$ cat config.mk
export PLATFORM = sky130hd
export DESIGN_NAME = mmio_responder
export DESIGN_NICKNAME = d
export VERILOG_FILES = /design/src/rtl/mmio_pkg.sv /design/src/rtl/mmio_fifo.sv /design/src/rtl/mmio_responder.sv
export SDC_FILE = /design/constraint.sdc
export NUM_CORES = 1
export LEC_CHECK = 0
export BUFFER_PORTS_ARGS = -buffer_cell sky130_fd_sc_hd__buf_2
export CAP_MARGIN = 5
export CORE_MARGIN = 10
export CORE_UTILIZATION = 40
export CTS_CLUSTER_DIAMETER = 60
export DETAILED_ROUTE_END_ITERATION = 10
export GPL_TIMING_DRIVEN = 0
export PLACE_DENSITY = 0.76
export SETUP_SLACK_MARGIN = 0.02
export SLEW_MARGIN = 20
export SYNTH_ARGS = -nofsm -noshare
export SYNTH_HDL_FRONTEND = slang
export SYNTH_SLANG_ARGS = --single-unit
export TNS_END_PERCENT = 10
$ cat constraint.sdc
create_clock -name clock -period 2.8 [get_ports clock]
set_clock_uncertainty 0.05 [all_clocks]
set_input_delay 0.56 -clock clock [delete_from_list [all_inputs] [get_ports clock]]
set_output_delay 0.56 -clock clock [all_outputs]
set_load 0.01 [all_outputs]
$ cat src/rtl/mmio_pkg.sv
// Shared definitions for the MMIO responder register window.
// Latency: n/a (constants, types and a helper only).
// Backpressure: n/a.
package mmio_pkg;

    // Word offsets within the 32-byte window (addr[4:2]).
    localparam logic [2:0] OFF_CYCLE  = 3'd0;
    localparam logic [2:0] OFF_CTRL   = 3'd1;
    localparam logic [2:0] OFF_TXDATA = 3'd2;
    localparam logic [2:0] OFF_STATUS = 3'd3;
    localparam logic [2:0] OFF_HALT   = 3'd4;

    // CTRL bit positions.
    localparam int CTRL_EN_BIT  = 0;
    localparam int CTRL_CLR_BIT = 1;

    // STATUS bit positions.
    localparam int ST_EMPTY_BIT = 0;
    localparam int ST_FULL_BIT  = 1;
    localparam int ST_OVF_BIT   = 2;
    localparam int ST_CNT_LSB   = 4;
    localparam int ST_CNT_W     = 4;

    typedef struct packed {
        logic [23:0] rsvd_hi;
        logic [3:0]  count;
        logic        rsvd_lo;
        logic        ovf;
        logic        full;
        logic        empty;
    } status_t;

    // FIFO occupancy as reported in STATUS: clamps at 15 for deep FIFOs.
    function automatic logic [ST_CNT_W-1:0] sat_count(input logic [31:0] c);
        return (c > 32'd15) ? 4'hF : c[ST_CNT_W-1:0];
    endfunction

endpackage

$ cat src/rtl/mmio_fifo.sv
// Byte FIFO, DEPTH entries, with registered head byte and registered non-empty flag.
// Latency: a push into an empty FIFO is visible on dout/!empty the next cycle.
// Backpressure: push while full is dropped; pop while empty is ignored.
// Ports: clock/reset (async active-high), push/din, pop, dout (head byte),
//        full, empty, count (log2(DEPTH)+1 bits).
module mmio_fifo #(
    parameter int DEPTH = 8
) (
    input  logic                     clock,
    input  logic                     reset,
    input  logic                     push,
    input  logic                     pop,
    input  logic [7:0]               din,
    output logic [7:0]               dout,
    output logic                     full,
    output logic                     empty,
    output logic [$clog2(DEPTH):0]   count
);

    localparam int AW = $clog2(DEPTH);
    localparam int CW = AW + 1;

    logic [AW-1:0] wr_ptr_q, wr_ptr_d;
    logic [AW-1:0] rd_ptr_q, rd_ptr_d;
    logic [CW-1:0] count_q, count_d;
    logic [7:0]    head_q, head_d;
    logic          vld_q, vld_d;
    logic [7:0]    mem_q [DEPTH];
    logic          push_ok, pop_ok;

    assign full    = (count_q == CW'(DEPTH));
    assign empty   = !vld_q;
    assign count   = count_q;
    assign dout    = head_q;
    assign push_ok = push && !full;
    assign pop_ok  = pop && vld_q;

    always_comb begin
        wr_ptr_d = wr_ptr_q;
        rd_ptr_d = rd_ptr_q;
        count_d  = count_q;
        if (push_ok) wr_ptr_d = wr_ptr_q + AW'(1);
        if (pop_ok)  rd_ptr_d = rd_ptr_q + AW'(1);
        if (push_ok && !pop_ok)      count_d = count_q + CW'(1);
        else if (!push_ok && pop_ok) count_d = count_q - CW'(1);
        vld_d = (count_d != '0);
        // The new head is the incoming byte only when the FIFO holds nothing
        // else after this edge's pop; that is exactly when the read pointer
        // lands on the slot being written.
        if (!vld_d)
            head_d = 8'h00;
        else if (push_ok && (wr_ptr_q == rd_ptr_d))
            head_d = din;
        else
            head_d = mem_q[rd_ptr_d];
    end

    always_ff @(posedge clock or posedge reset) begin
        if (reset) begin
            wr_ptr_q <= '0;
            rd_ptr_q <= '0;
            count_q  <= '0;
            head_q   <= 8'h00;
            vld_q    <= 1'b0;
        end else begin
            wr_ptr_q <= wr_ptr_d;
            rd_ptr_q <= rd_ptr_d;
            count_q  <= count_d;
            head_q   <= head_d;
            vld_q    <= vld_d;
        end
    end

    // Storage needs no reset: entries are only read once written.
    always_ff @(posedge clock) begin
        if (push_ok) mem_q[wr_ptr_q] <= din;
    end

endmodule

$ cat src/rtl/mmio_responder.sv
// MMIO window on the CPU data port: cycle counter, CTRL, TX byte FIFO, STATUS, HALT.
// Latency: reads combinational; stores take effect at the clock edge; TX byte out one cycle after push.
// Backpressure: TX pushes into a full FIFO are dropped and flag OVF; reader drains via out_valid/out_ready.
// Ports: clock, reset (async active-high); we/addr/datain from CPU; sel/dataout to CPU mux;
//        out_valid/out_data/out_ready byte stream; halt/exit_code run status.
module mmio_responder
    import mmio_pkg::*;
#(
    parameter logic [31:0] BASE  = 32'h0000_1000,
    parameter int          DEPTH = 8
) (
    input  logic        clock,
    input  logic        reset,
    input  logic        we,
    input  logic [31:0] addr,
    input  logic [31:0] datain,
    output logic        sel,
    output logic [31:0] dataout,
    output logic        out_valid,
    output logic [7:0]  out_data,
    input  logic        out_ready,
    output logic        halt,
    output logic [31:0] exit_code
);

    logic [31:0] cycle_q, cycle_d;
    logic        en_q, en_d;
    logic        ovf_q, ovf_d;
    logic        halt_q, halt_d;
    logic [31:0] exit_q, exit_d;

    logic [2:0]  off;
    logic        wr_en;
    logic        ctrl_wr, tx_push, status_wr, halt_wr;
    logic        fifo_full, fifo_empty;
    logic [7:0]  fifo_dout;
    logic [$clog2(DEPTH):0] fifo_count;
    logic        addr_unused;
    status_t     status;

    assign sel         = (addr[31:5] == BASE[31:5]);
    assign off         = addr[4:2];
    assign addr_unused = ^addr[1:0];

    // Everything the CPU can write is frozen once halted.
    assign wr_en     = we && sel && !halt_q;
    assign ctrl_wr   = wr_en && (off == OFF_CTRL);
    assign tx_push   = wr_en && (off == OFF_TXDATA);
    assign status_wr = wr_en && (off == OFF_STATUS);
    assign halt_wr   = wr_en && (off == OFF_HALT);

    mmio_fifo #(
        .DEPTH (DEPTH)
    ) u_fifo (
        .clock (clock),
        .reset (reset),
        .push  (tx_push),
        .pop   (out_ready),
        .din   (datain[7:0]),
        .dout  (fifo_dout),
        .full  (fifo_full),
        .empty (fifo_empty),
        .count (fifo_count)
    );

    assign out_valid = !fifo_empty;
    assign out_data  = fifo_dout;
    assign halt      = halt_q;
    assign exit_code = exit_q;

    always_comb begin
        cycle_d = cycle_q;
        en_d    = en_q;
        ovf_d   = ovf_q;
        halt_d  = halt_q;
        exit_d  = exit_q;

        // CLR takes priority over the increment for that one edge.
        if (ctrl_wr && datain[CTRL_CLR_BIT])
            cycle_d = 32'd0;
        else if (en_q && !halt_q)
            cycle_d = cycle_q + 32'd1;
        if (ctrl_wr)
            en_d = datain[CTRL_EN_BIT];

        // A drop on the same edge as a W1C leaves OVF set.
        if (status_wr && datain[ST_OVF_BIT])
            ovf_d = 1'b0;
        if (tx_push && fifo_full)
            ovf_d = 1'b1;

        if (halt_wr) begin
            halt_d = 1'b1;
            exit_d = datain;
        end
    end

    always_ff @(posedge clock or posedge reset) begin
        if (reset) begin
            cycle_q <= 32'd0;
            en_q    <= 1'b1;
            ovf_q   <= 1'b0;
            halt_q  <= 1'b0;
            exit_q  <= 32'd0;
        end else begin
            cycle_q <= cycle_d;
            en_q    <= en_d;
            ovf_q   <= ovf_d;
            halt_q  <= halt_d;
            exit_q  <= exit_d;
        end
    end

    always_comb begin
        status         = '0;
        status.empty   = fifo_empty;
        status.full    = fifo_full;
        status.ovf     = ovf_q;
        status.count   = sat_count(32'(fifo_count));

        dataout = 32'd0;
        if (sel) begin
            case (off)
                OFF_CYCLE:  dataout = cycle_q;
                OFF_CTRL:   dataout = {31'd0, en_q};
                OFF_STATUS: dataout = status;
                OFF_HALT:   dataout = exit_q;
                default:    dataout = 32'd0;
            endcase
        end
    end

endmodule

==> impl_metrics.py, run 1 <==
metrics = {
    "worst_setup_path": {
        "critPathLaunchType": "input pin",
        "rr_startpoint": "u_fifo.count[0]",
        "path_class": "in2out",
        "worst_ep_required_time_ps": 2190,
        "worstPathArrival_ps": 2150,
        "critPathMaxFanout": 10,
        "critical_path.startpoint": "addr[17]",
        "end_kind": "output pin",
    },
    "cells_and_area": {
        "area_growth_pct": 25.1,
        "register_area_um2": 4080,
        "multi_input_area_um2": 2980,
        "final_area_um2": 8840,
        "drive_above_1_share_pct": 37.1,
        "num_antenna_cells": 0,
        "nFillCells": 1544,
        "num-nets-final": 793,
    },
    "timing": {
        "tns_ps": 0,
        "fmax_ghz": 0.362,
        "rsz0062_at_grt": "yes",
        "hold_violations": 0,
        "relSlewSlack_pct": 37.1,
        "setup_ws_ps": 37.0,
        "worstMarginPinSlew_ps": 935,
        "finalCritPeriodShare_pct": 98.7,
        "finalCriticalPeriod_ps": 2760,
        "maxSlewViolCount": 0,
        "finalSetupViolCount": 0,
    },
    "power": {
        "leakagePower_uw": 0.00380,
        "switching_share_pct": 29.0,
        "p_comb_share_pct": 26.9,
        "p_per_area_nw_per_um2": 733,
        "power.internal_uw": 4600,
        "power_frac_seq_pct": 38.8,
        "p_clk_share_pct": 34.3,
        "ir_drop_mv": 0.439,
        "net-switching-power_uw": 1880,
    },
    "yosys": {
        "syn-cell-area_um2": 7070,
        "synth.distinct_cells": 58,
        "synth-main-ff-cell": "dfrtp_1",
        "ys_ff_latch": 150,
        "synth_cells": 559,
        "synthesis.yosys.warnings": 0,
        "synth_top_area_share_pct": 30.1,
        "synth-async-reset-ratio_pct": 57.3,
        "yosysTopAreaCell": "dfrtp_1",
        "synth_commonest_cells": "dfrtp_1 (85), nor2_1 (85), edfxtp_1 (64), mux2_2 (39), mux2i_1 (34)",
        "synth_area_leaders": "dfrtp_1 (30%), edfxtp_1 (27%), mux2_2 (6.2%)",
        "synth-edff-count": 64,
        "yosysSeqAreaShare_pct": 57.6,
        "syn_nets": 632,
        "synth_area_per_cell_um2": 12.6,
    },
    "detailed_routing": {
        "ant_nets": 0,
        "wl_per_cell_um": 19.1,
        "drtIter0Drc": 280,
        "vias": 5041,
        "dr.pass1.iters": 5,
        "drc": 0,
        "drt-total-wl_um": 18300,
        "via_per_inst": 5.26,
    },
    "placed_design": {
        "hpwl_um": 13100,
        "pre_cts_ws_ps": -825,
        "placed_cell_area_um2": 8110,
        "place.port_buffers": 140,
        "gp_congestion": 0.818,
    },
    "worst_hold_path": {
        "hold_class": "in2async",
    },
    "global_routing": {
        "grt_antenna_before_repair": 0,
        "grtUsageTotal_pct": 15.5,
        "grt_overflow": 0,
        "grt_pass1_wl_um": 29300,
        "grt_max_degree": 50,
        "grt_pass1_vias": 5396,
    },
    "cts": {
        "cts_tree": "built",
        "clkSlewWorstSetupHoldPaths_ps": 60,
        "htreeDepth": 4,
        "cts.sinks": 150,
        "clock_path_buffers": 2,
        "cts_buffers": 17,
        "clk_latency_ps": 430,
        "cts-root-buf": "clkbuf_16",
    },
    "floorplan": {
        "core-area_um2": 17300,
        "die_h_um": 153,
        "rows": 48,
        "start_util_pct": 40.9,
        "ioPinCount": 143,
        "die_width_um": 153,
        "die_area_um2": 23400,
    },
    "status": {
        "status": "completed",
    },
    "job": {
        "maxCapViolCount": 0,
    },
}
-- power groups by stage --
stage / Clock [uW] / Sequential [uW] / Combinational [uW]
5_1_grt: 2370 / 2540 / 1900
3_3_place_gp: 0 / 2550 / 1630
4_1_cts: 2250 / 2520 / 1740
6_report: 2220 / 2520 / 1740
3_5_place_dp: 0 / 2550 / 1700
2_1_floorplan: 0 / 2570 / 1250
-- flip-flops by register name, indices dropped and copies added, names as in the netlist --
signal / flops
cycle_q: 32
en_q: 1
exit_code: 32
halt: 1
ovf_q: 1
u_fifo.count: 4
u_fifo.dout: 8
u_fifo.mem_q: 64
u_fifo.rd_ptr_q: 3
u_fifo.vld_q: 1
u_fifo.wr_ptr_q: 3
-- critical path: stages --
cell      delay [ps]
buf_2             90
nor4_1           390
nand3_1          190
nor2_2           210
nand3_4          160
clkbuf_4         230
nor2_1           150
buf_2            160
-- per-stage QoR --
step	instances	total power (uW)	util, %	hold WS, ps
3_3_place_gp	924	4180	46.6	434
5_1_grt	958	6810	51.1	139
4_1_cts	957	6520	50.7	125
2_1_floorplan	559	3810	-	455
6_report	958	6480	51.1	111
3_5_place_dp	925	4250	46.9	449
-- cell type report --
| class | count | area share [%] |
|---|---|---|
| plain buffers | 24 | 1.63 |
| well taps | 225 | 3.18 |
| multi-input cells | 372 | 33.7 |
| flip-flops and latches | 150 | 46.1 |
| clock inverters | 14 | 1.53 |
| repair buffers | 143 | 8.41 |
| inverters | 12 | 0.538 |
| clock buffers | 18 | 4.85 |
-- cell usage in the layout (no fill, tap or decap), types with 3 or more instances in the layout --
master,count
and3_2,3
mux2_2,39
inv_1,8
nor3_2,5
edfxtp_1,64
clkbuf_16,17
inv_2,3
ha_1,4
and3_1,5
nor3_1,5
buf_6,4
nor4b_2,4
clkinvlp_4,4
nor2_2,3
a22oi_1,32
xor2_1,24
nor4_2,5
buf_1,4
a21oi_1,3
nand3_1,10
nand4_1,14
xnor2_1,16
nor2_1,82
buf_2,143
o211a_1,8
clkinv_2,4
nor4_1,4
nand2_1,27
dfrtp_1,83
mux4_1,6
clkbuf_1,9
nand2b_1,3
mux2i_1,34
-- routing by layer --
metal  share of wire [%]  track usage, %
met5                   0               0
met1                  42            18.5
met4                 1.5            5.13
met2                  50            25.7
met3                 6.4            5.25
-- worst paths after layout --
kind / cells past startpoint / slack [ps] / end
worst max-delay path: 8 / 40 / dataout[21]
worst max register to register: 9 / 50 / u_fifo.dout[6]
worst min register to register: 2 / 460 / exit_code[1]
max in group asynchronous: 3 / 1920 / en_q
worst min-delay path: 2 / 110 / exit_code[29]
min in group clock: 2 / 310 / exit_code[29]
-- cell families (layout without fill, tap and decap cells) --
group	after synthesis	in the layout	synth area share, %
AOI/OAI and AO/OA	53	53	6.18
buffers and inverters	37	211	2.42
DFF	150	150	57.6
muxes	82	82	14.1
and+or+nand+nor	190	190	13.5
xor gates and xnor gates	41	41	5.19
adders and majority gates	6	6	1.03
-- timing repair --
action,CTS,global route
pin swaps,3,3
setup buffers,1,1
hold buffers,0,0
setup endpoints to repair,107,88
gates resized for setup,25,18
No activity file was read; power rests on OpenSTA's default activity.
==> inputs of run 2 (changes only) <==
Settings changed: BUFFER_PORTS_ARGS -buffer_cell sky130_fd_sc_hd__buf_2 to not set, CTS_BUF_LIST set to sky130_fd_sc_hd__clkbuf_4 sky130_fd_sc_hd__clkbuf_8 sky130_fd_sc_hd__clkbuf_16, DONT_BUFFER_PORTS set to 1, PLACE_DENSITY 0.76 to 0.68.
==> run 2 against run 1 <==
Compared with the run above:
- register-to-register slack better by 90 ps
- final cell count down 13%
- utilization down 3.0 points
- sequential share of layout area up 2.9 points
- combinational power down 6%
- setup slack better by 6.8 ps
- count of clock-buffer cells in the layout up 2
- routed wire length down 3.7%
- die area unchanged
- critical path type unchanged
- largest power group unchanged
==> impl_metrics.py, run 2 (same netlist as run 1, synthesis figures left out) <==
metrics = {
    "detailed_routing": {
        "drc": 0,
        "wl_per_cell_um": 21.2,
        "drt-total-wl_um": 17600,
        "ant_nets": 0,
        "dr.pass1.iters": 5,
        "drtIter0Drc": 229,
        "vias": 4606,
        "via_per_inst": 5.55,
    },
    "worst_setup_path": {
        "worstPathArrival_ps": 2150,
        "r2r_slack_ps": 140,
        "worst_ep_required_time_ps": 2190,
        "end_kind": "output pin",
        "critPathMaxFanout": 10,
        "timing.rr.end": "u_fifo.dout[3]",
        "critPathLaunchType": "input pin",
        "path_class": "in2out",
        "ff2ff_path_depth": 11,
        "rr_startpoint": "u_fifo.count[0]",
    },
    "timing": {
        "relSlewSlack_pct": 43.6,
        "setup_ws_ps": 43.8,
        "tns_ps": 0,
        "finalCriticalPeriod_ps": 2760,
        "fmax_ghz": 0.363,
        "maxSlewViolCount": 0,
        "hold_violations": 0,
        "rsz0062_at_grt": "yes",
        "finalSetupViolCount": 0,
        "finalCritPeriodShare_pct": 98.4,
        "worstMarginPinSlew_ps": 830,
    },
    "power": {
        "power_frac_seq_pct": 38.3,
        "power.internal_uw": 4900,
        "total_power_uw": 6660,
        "ir_drop_mv": 0.498,
        "switching_share_pct": 26.5,
        "net-switching-power_uw": 1760,
        "p_comb_share_pct": 24.4,
        "leakagePower_uw": 0.00326,
        "p_per_area_nw_per_um2": 801,
        "p_clk_share_pct": 37.3,
    },
    "cells_and_area": {
        "final_common_cell": "dfrtp_1",
        "num-nets-final": 665,
        "area_growth_pct": 17.7,
        "final_util_pct": 48.1,
        "num_antenna_cells": 0,
        "final_cell_mix": "dfrtp_1 (83), nor2_1 (80), edfxtp_1 (64)",
        "final_cell_count_no_fill": 830,
        "largest_reg_flops": 64,
        "regMostFlops": "u_fifo.mem_q",
        "drive_above_1_share_pct": 23.1,
    },
    "cts": {
        "clk_latency_ps": 410,
        "hold_buffers": 0,
        "htreeDepth": 4,
        "cts-root-buf": "clkbuf_16",
        "clock_path_buffers": 2,
        "cts_buffers": 17,
        "cts_tree": "built",
        "clkSlewWorstSetupHoldPaths_ps": 60,
        "cts.sinks": 150,
    },
    "worst_hold_path": {
        "hold_class": "in2async",
    },
    "global_routing": {
        "grtUsageTotal_pct": 15.0,
        "grtUsageMet3_pct": 6.85,
        "grt.busiest_layer": "met2",
        "grt_max_degree": 50,
        "grt_use_met2_pct": 25.5,
        "grt_pass1_wl_um": 28100,
        "grt_overflow": 0,
        "grt_antenna_before_repair": 0,
        "grt_pass1_vias": 4948,
        "met1_usage_pct": 16.1,
    },
    "floorplan": {
        "start_util_pct": 40.9,
        "die_h_um": 153,
        "die_width_um": 153,
        "ioPinCount": 143,
        "rows": 48,
        "die_area_um2": 23400,
        "core-area_um2": 17300,
    },
    "placed_design": {
        "pre_cts_ws_ps": -786,
        "placed_cells": 786,
        "gp_congestion": 0.806,
        "place.port_buffers": 0,
        "hpwl_um": 12900,
    },
    "status": {
        "status": "completed",
    },
    "job": {
        "maxCapViolCount": 0,
    },
}
## run 2: cell types whose count changed in the layout (fill, tap and decap cells not counted), sizes merged
cell	before	now
buf	154	23
clkbuf	31	36
clkinvlp	4	0
bufinv	2	5
clkinv	7	6
## run 2: power by group through the flow
stage	registers (uW)	clock network (uW)	logic, uW
2_1_floorplan	2570	0	1250
3_3_place_gp	2590	0	1460
3_5_place_dp	2600	0	1510
4_1_cts	2560	2540	1530
5_1_grt	2560	2640	1780
6_report	2550	2490	1630
## run 2: through the flow
stage	instance area, um^2	hold WS, ps
after global routing	8320	25.4
after detailed placement	7420	463
after floorplan	7080	455
after CTS	8190	9.74
final	8320	7.11
after global placement	7360	491
## run 2: worst max path at each step
stage / startpoint / endpoint / slack, ps / cells after the start
detailed placement: addr[9] / u_fifo.mem_q[4][3] / -790 / 5
CTS: u_fifo.count[0] / u_fifo.dout[3] / -150 / 9
finish: addr[11] / dataout[7] / 40 / 7
floorplan: addr[9] / u_fifo.mem_q[0][0] / -90 / 5
global route: addr[17] / dataout[7] / -30 / 6
global placement: reset / u_fifo.vld_q / -1010 / 1
## run 2: routing by layer
metal | share of wire [%] | wire length [um] | vias up
met3 | 8.6 | 1510 | 21
met2 | 52 | 9150 | 154
met5 | 0 | 0 | -
li1 | - | - | 2117
met1 | 38 | 6640 | 2314
met4 | 1.8 | 318 | 0
## run 2: worst max-delay path: stages
cell and delay [ps]:
nor4_1 300, nand4_1 130, buf_4 190, nor2_4 160, nand3_2 190, clkbuf_2 290
nor2_1 320
## run 2: repair_timing
item                       in CTS  in global routing
setup endpoints to repair     101                106
cloned                          0                  0
gates resized for setup        19                 11
buffers inserted                2                 10
hold endpoints to repair        0                  0
pin swaps                       2                  3
## run 2: cell type report
type / instances / area [um^2]
Buffer: 25 / 133
Clock buffer: 20 / 454
Clock inverter: 12 / 199
Fill cell: 1522 / 8980
Inverter: 12 / 47.5
Multi-Input combinational cell: 372 / 2980
Sequential cell: 150 / 4080
Tap cell: 225 / 282
Timing Repair Buffer: 14 / 150
==> inputs of run 3 (changes only) <==
--- a/config.mk
+++ b/config.mk
@@ -7,2 +7,3 @@
 export LEC_CHECK = 0
+export ABC_AREA = 1
 export CAP_MARGIN = 5
==> constraint.sdc (replaced) <==
create_clock -name clock -period 2.8 [get_ports clock]
set_clock_uncertainty 0.05 [all_clocks]
set_input_delay 0.42 -clock clock [delete_from_list [all_inputs] [get_ports clock]]
set_output_delay 0.42 -clock clock [all_outputs]
set_load 0.01 [all_outputs]
==> run 3 against run 2 <==
Compared with the run above:
- hold slack improved by 34 ps
- sequential cell count did not move
- register-to-register slack better by 80 ps
- sequential share of layout area is 0.47 points higher
- non-clock buffer count is 9 lower
- final cell count up 26%
- fmax is 7.0% higher
- sequential power decreased by 9.8%
- synthesized cell count increased by 41%
==> impl_metrics.py, run 3 <==
metrics = {
    "worst_setup_path": {
        "worstPathArrival_ps": 2580,
        "critPathCapture": "u_fifo.mem_q[2][7]",
        "critPathLaunchType": "flop",
        "timing.rr.end": "u_fifo.mem_q[2][7]",
        "critPathMaxFanout": 8,
        "path_class": "reg2reg",
        "critical_path.startpoint": "u_fifo.count[0]",
        "rr_startpoint": "u_fifo.count[0]",
        "ff2ff_path_depth": 9,
        "r2r_slack_ps": 220,
        "end_kind": "flop",
        "worst_ep_required_time_ps": 2800,
    },
    "placed_design": {
        "placed_cells": 1016,
        "gp_congestion": 0.872,
        "hpwl_um": 14100,
        "pre_cts_ws_ps": 29.3,
        "placed_cell_area_um2": 7630,
        "place.port_buffers": 0,
    },
    "detailed_routing": {
        "drc": 0,
        "drtIter0Drc": 305,
        "vias": 5475,
        "drt-total-wl_um": 19100,
        "via_per_inst": 5.22,
        "dr.pass1.iters": 4,
        "ant_nets": 0,
        "wl_per_cell_um": 18.2,
    },
    "power": {
        "ir_drop_mv": 0.539,
        "p_comb_share_pct": 1.4,
        "net-switching-power_uw": 949,
        "leakagePower_uw": 0.00348,
        "power_frac_seq_pct": 50.6,
        "p_clk_share_pct": 48.0,
        "switching_share_pct": 20.9,
        "p_per_area_nw_per_um2": 551,
        "power.internal_uw": 3590,
    },
    "timing": {
        "rsz0062_at_grt": "no",
        "finalCriticalPeriod_ps": 2580,
        "worstMarginPinSlew_ps": 811,
        "hold_violations": 0,
        "whs_ps": 41.6,
        "fmax_ghz": 0.388,
        "setup_ws_ps": 223,
        "relSlewSlack_pct": 45.7,
        "finalCritPeriodShare_pct": 92.0,
        "maxSlewViolCount": 0,
        "finalSetupViolCount": 0,
    },
    "cells_and_area": {
        "final_cell_count_no_fill": 1049,
        "multi_input_area_um2": 2890,
        "regMostFlops": "u_fifo.mem_q",
        "largest_reg_flops": 64,
        "drive_above_1_share_pct": 13.9,
        "final_area_um2": 8230,
        "register_area_um2": 4080,
        "nFillCells": 1705,
        "num-nets-final": 880,
        "final_cell_mix": "nand2_1 (208), dfrtp_1 (85), nor2_1 (64), edfxtp_1 (64), inv_1 (63)",
        "area_growth_pct": 12.7,
        "final_common_cell": "nand2_1",
        "num_antenna_cells": 0,
    },
    "worst_hold_path": {
        "hold_class": "in2reg",
    },
    "floorplan": {
        "die_width_um": 155,
        "start_util_pct": 40.7,
        "die_h_um": 155,
        "ioPinCount": 143,
        "rows": 49,
        "core-area_um2": 18000,
        "die_area_um2": 24100,
    },
    "cts": {
        "clock_path_buffers": 2,
        "clkSlewWorstSetupHoldPaths_ps": 60,
        "htreeDepth": 4,
        "cts_tree": "built",
        "cts-root-buf": "clkbuf_16",
        "clk_latency_ps": 420,
        "cts.sinks": 150,
        "cts_buffers": 17,
        "cts_setup_buffers": 0,
    },
    "yosys": {
        "synth-edff-count": 64,
        "yosysMostFrequentCell": "nand2_1",
        "synth_area_leaders": "dfrtp_1 (29%), edfxtp_1 (26%), nand2_1 (11%)",
        "synth_commonest_cells": "nand2_1 (208), dfrtp_1 (85), edfxtp_1 (64), inv_1 (64), nor2_1 (64)",
        "ys_ff_latch": 150,
        "syn_nets": 859,
        "synthesis.yosys.warnings": 0,
        "yosysSeqAreaShare_pct": 55.8,
        "synth_top_area_share_pct": 29.1,
        "synth.distinct_cells": 48,
        "synth_area_per_cell_um2": 9.30,
        "yosysTopAreaCell": "dfrtp_1",
        "synth-async-reset-ratio_pct": 57.3,
        "synth_cells": 786,
        "syn-cell-area_um2": 7310,
        "synth-main-ff-cell": "dfrtp_1",
    },
    "global_routing": {
        "grt_antenna_before_repair": 0,
        "grt_pass1_wl_um": 29900,
        "grt_pass1_vias": 5545,
        "grt_overflow": 0,
        "grt_max_degree": 52,
        "grtUsageTotal_pct": 15.7,
    },
    "job": {
        "maxCapViolCount": 0,
    },
    "status": {
        "status": "completed",
    },
}
run 3: cell count changes in the layout (fill, tap and decap cells not counted), sizes merged, moves of 8 or more:
cell and change:
xor2 -11, nor2 -10, o21ai +24, inv +53
xnor2 -14, a21oi +54, mux2i -35, buf -11
nand3 +51, mux4 -8, a22oi -32, nor4 -8
nand2 +184
run 3: worst max-delay path: stages (launching register included):
cell      delay, ps
dfrtp_1         410
inv_1           100
ha_1            240
nand2_1          70
nor2_1           50
inv_1           120
nand4_4         170
clkinv_2        140
nand2_1         180
nor2_1          670
run 3: how the worst min path moves through the flow:
stage	depth (start not counted)	to	from	slack (ps)
after floorplan	1	ovf_q	ovf_q	420
after global placement	1	ovf_q	ovf_q	430
after detailed placement	1	exit_code[8]	reset	240
after CTS	0	u_fifo.mem_q[3][1]	datain[1]	20
after global routing	0	u_fifo.mem_q[3][1]	datain[1]	20
final	0	u_fifo.mem_q[0][0]	datain[0]	40
run 3: power groups by stage:
stage                     Sequential (uW)  Clock, uW  Combinational [uW]
after floorplan                      2340          0                40.7
after global placement               2340          0                56.9
after detailed placement             2340          0                63.4
after CTS                            2300       2220                65.2
after global routing                 2300       2300                71.9
final                                2300       2180                62.8
run 3: routing by layer:
metal,wire (um),vias up,track usage (%)
li1,-,2694,-
met1,7490,2628,16.8
met2,9940,137,28.3
met3,1420,16,6.51
met4,218,0,3.52
met5,0,-,0
run 3: cells by family after synthesis:
kind of cell    share of synthesized area [%]
compound gates                           8.44
xor+xnor                                 2.02
fa+ha+maj                               0.856
buf+inv                                  5.12
flops                                    55.8
mux                                      4.93
simple gates                             22.9
run 3: repair_timing:
item	in CTS	in global routing
gates resized for setup	1	0
endpoints found under the setup margin	2	0
hold buffers	1	0
hold endpoints to repair	35	0
run 3: cell type report:
cell class	instances	area share [%]
plain buffers	28	1.47
clock buffers	21	5.61
clock inverters	11	1.28
inverters	67	3.13
multi-input cells	541	35.1
flip-flops and latches	150	49.5
well taps	229	3.48
repair buffers	2	0.456
run 3: through the flow:
stage	util, %	TNS (ps)	power, uW
floorplan	-	0	2380
global placement	42.3	-84210	2400
detailed placement	42.5	0	2400
CTS	45.7	0	4580
global route	45.8	0	4670
finish	45.8	0	4540
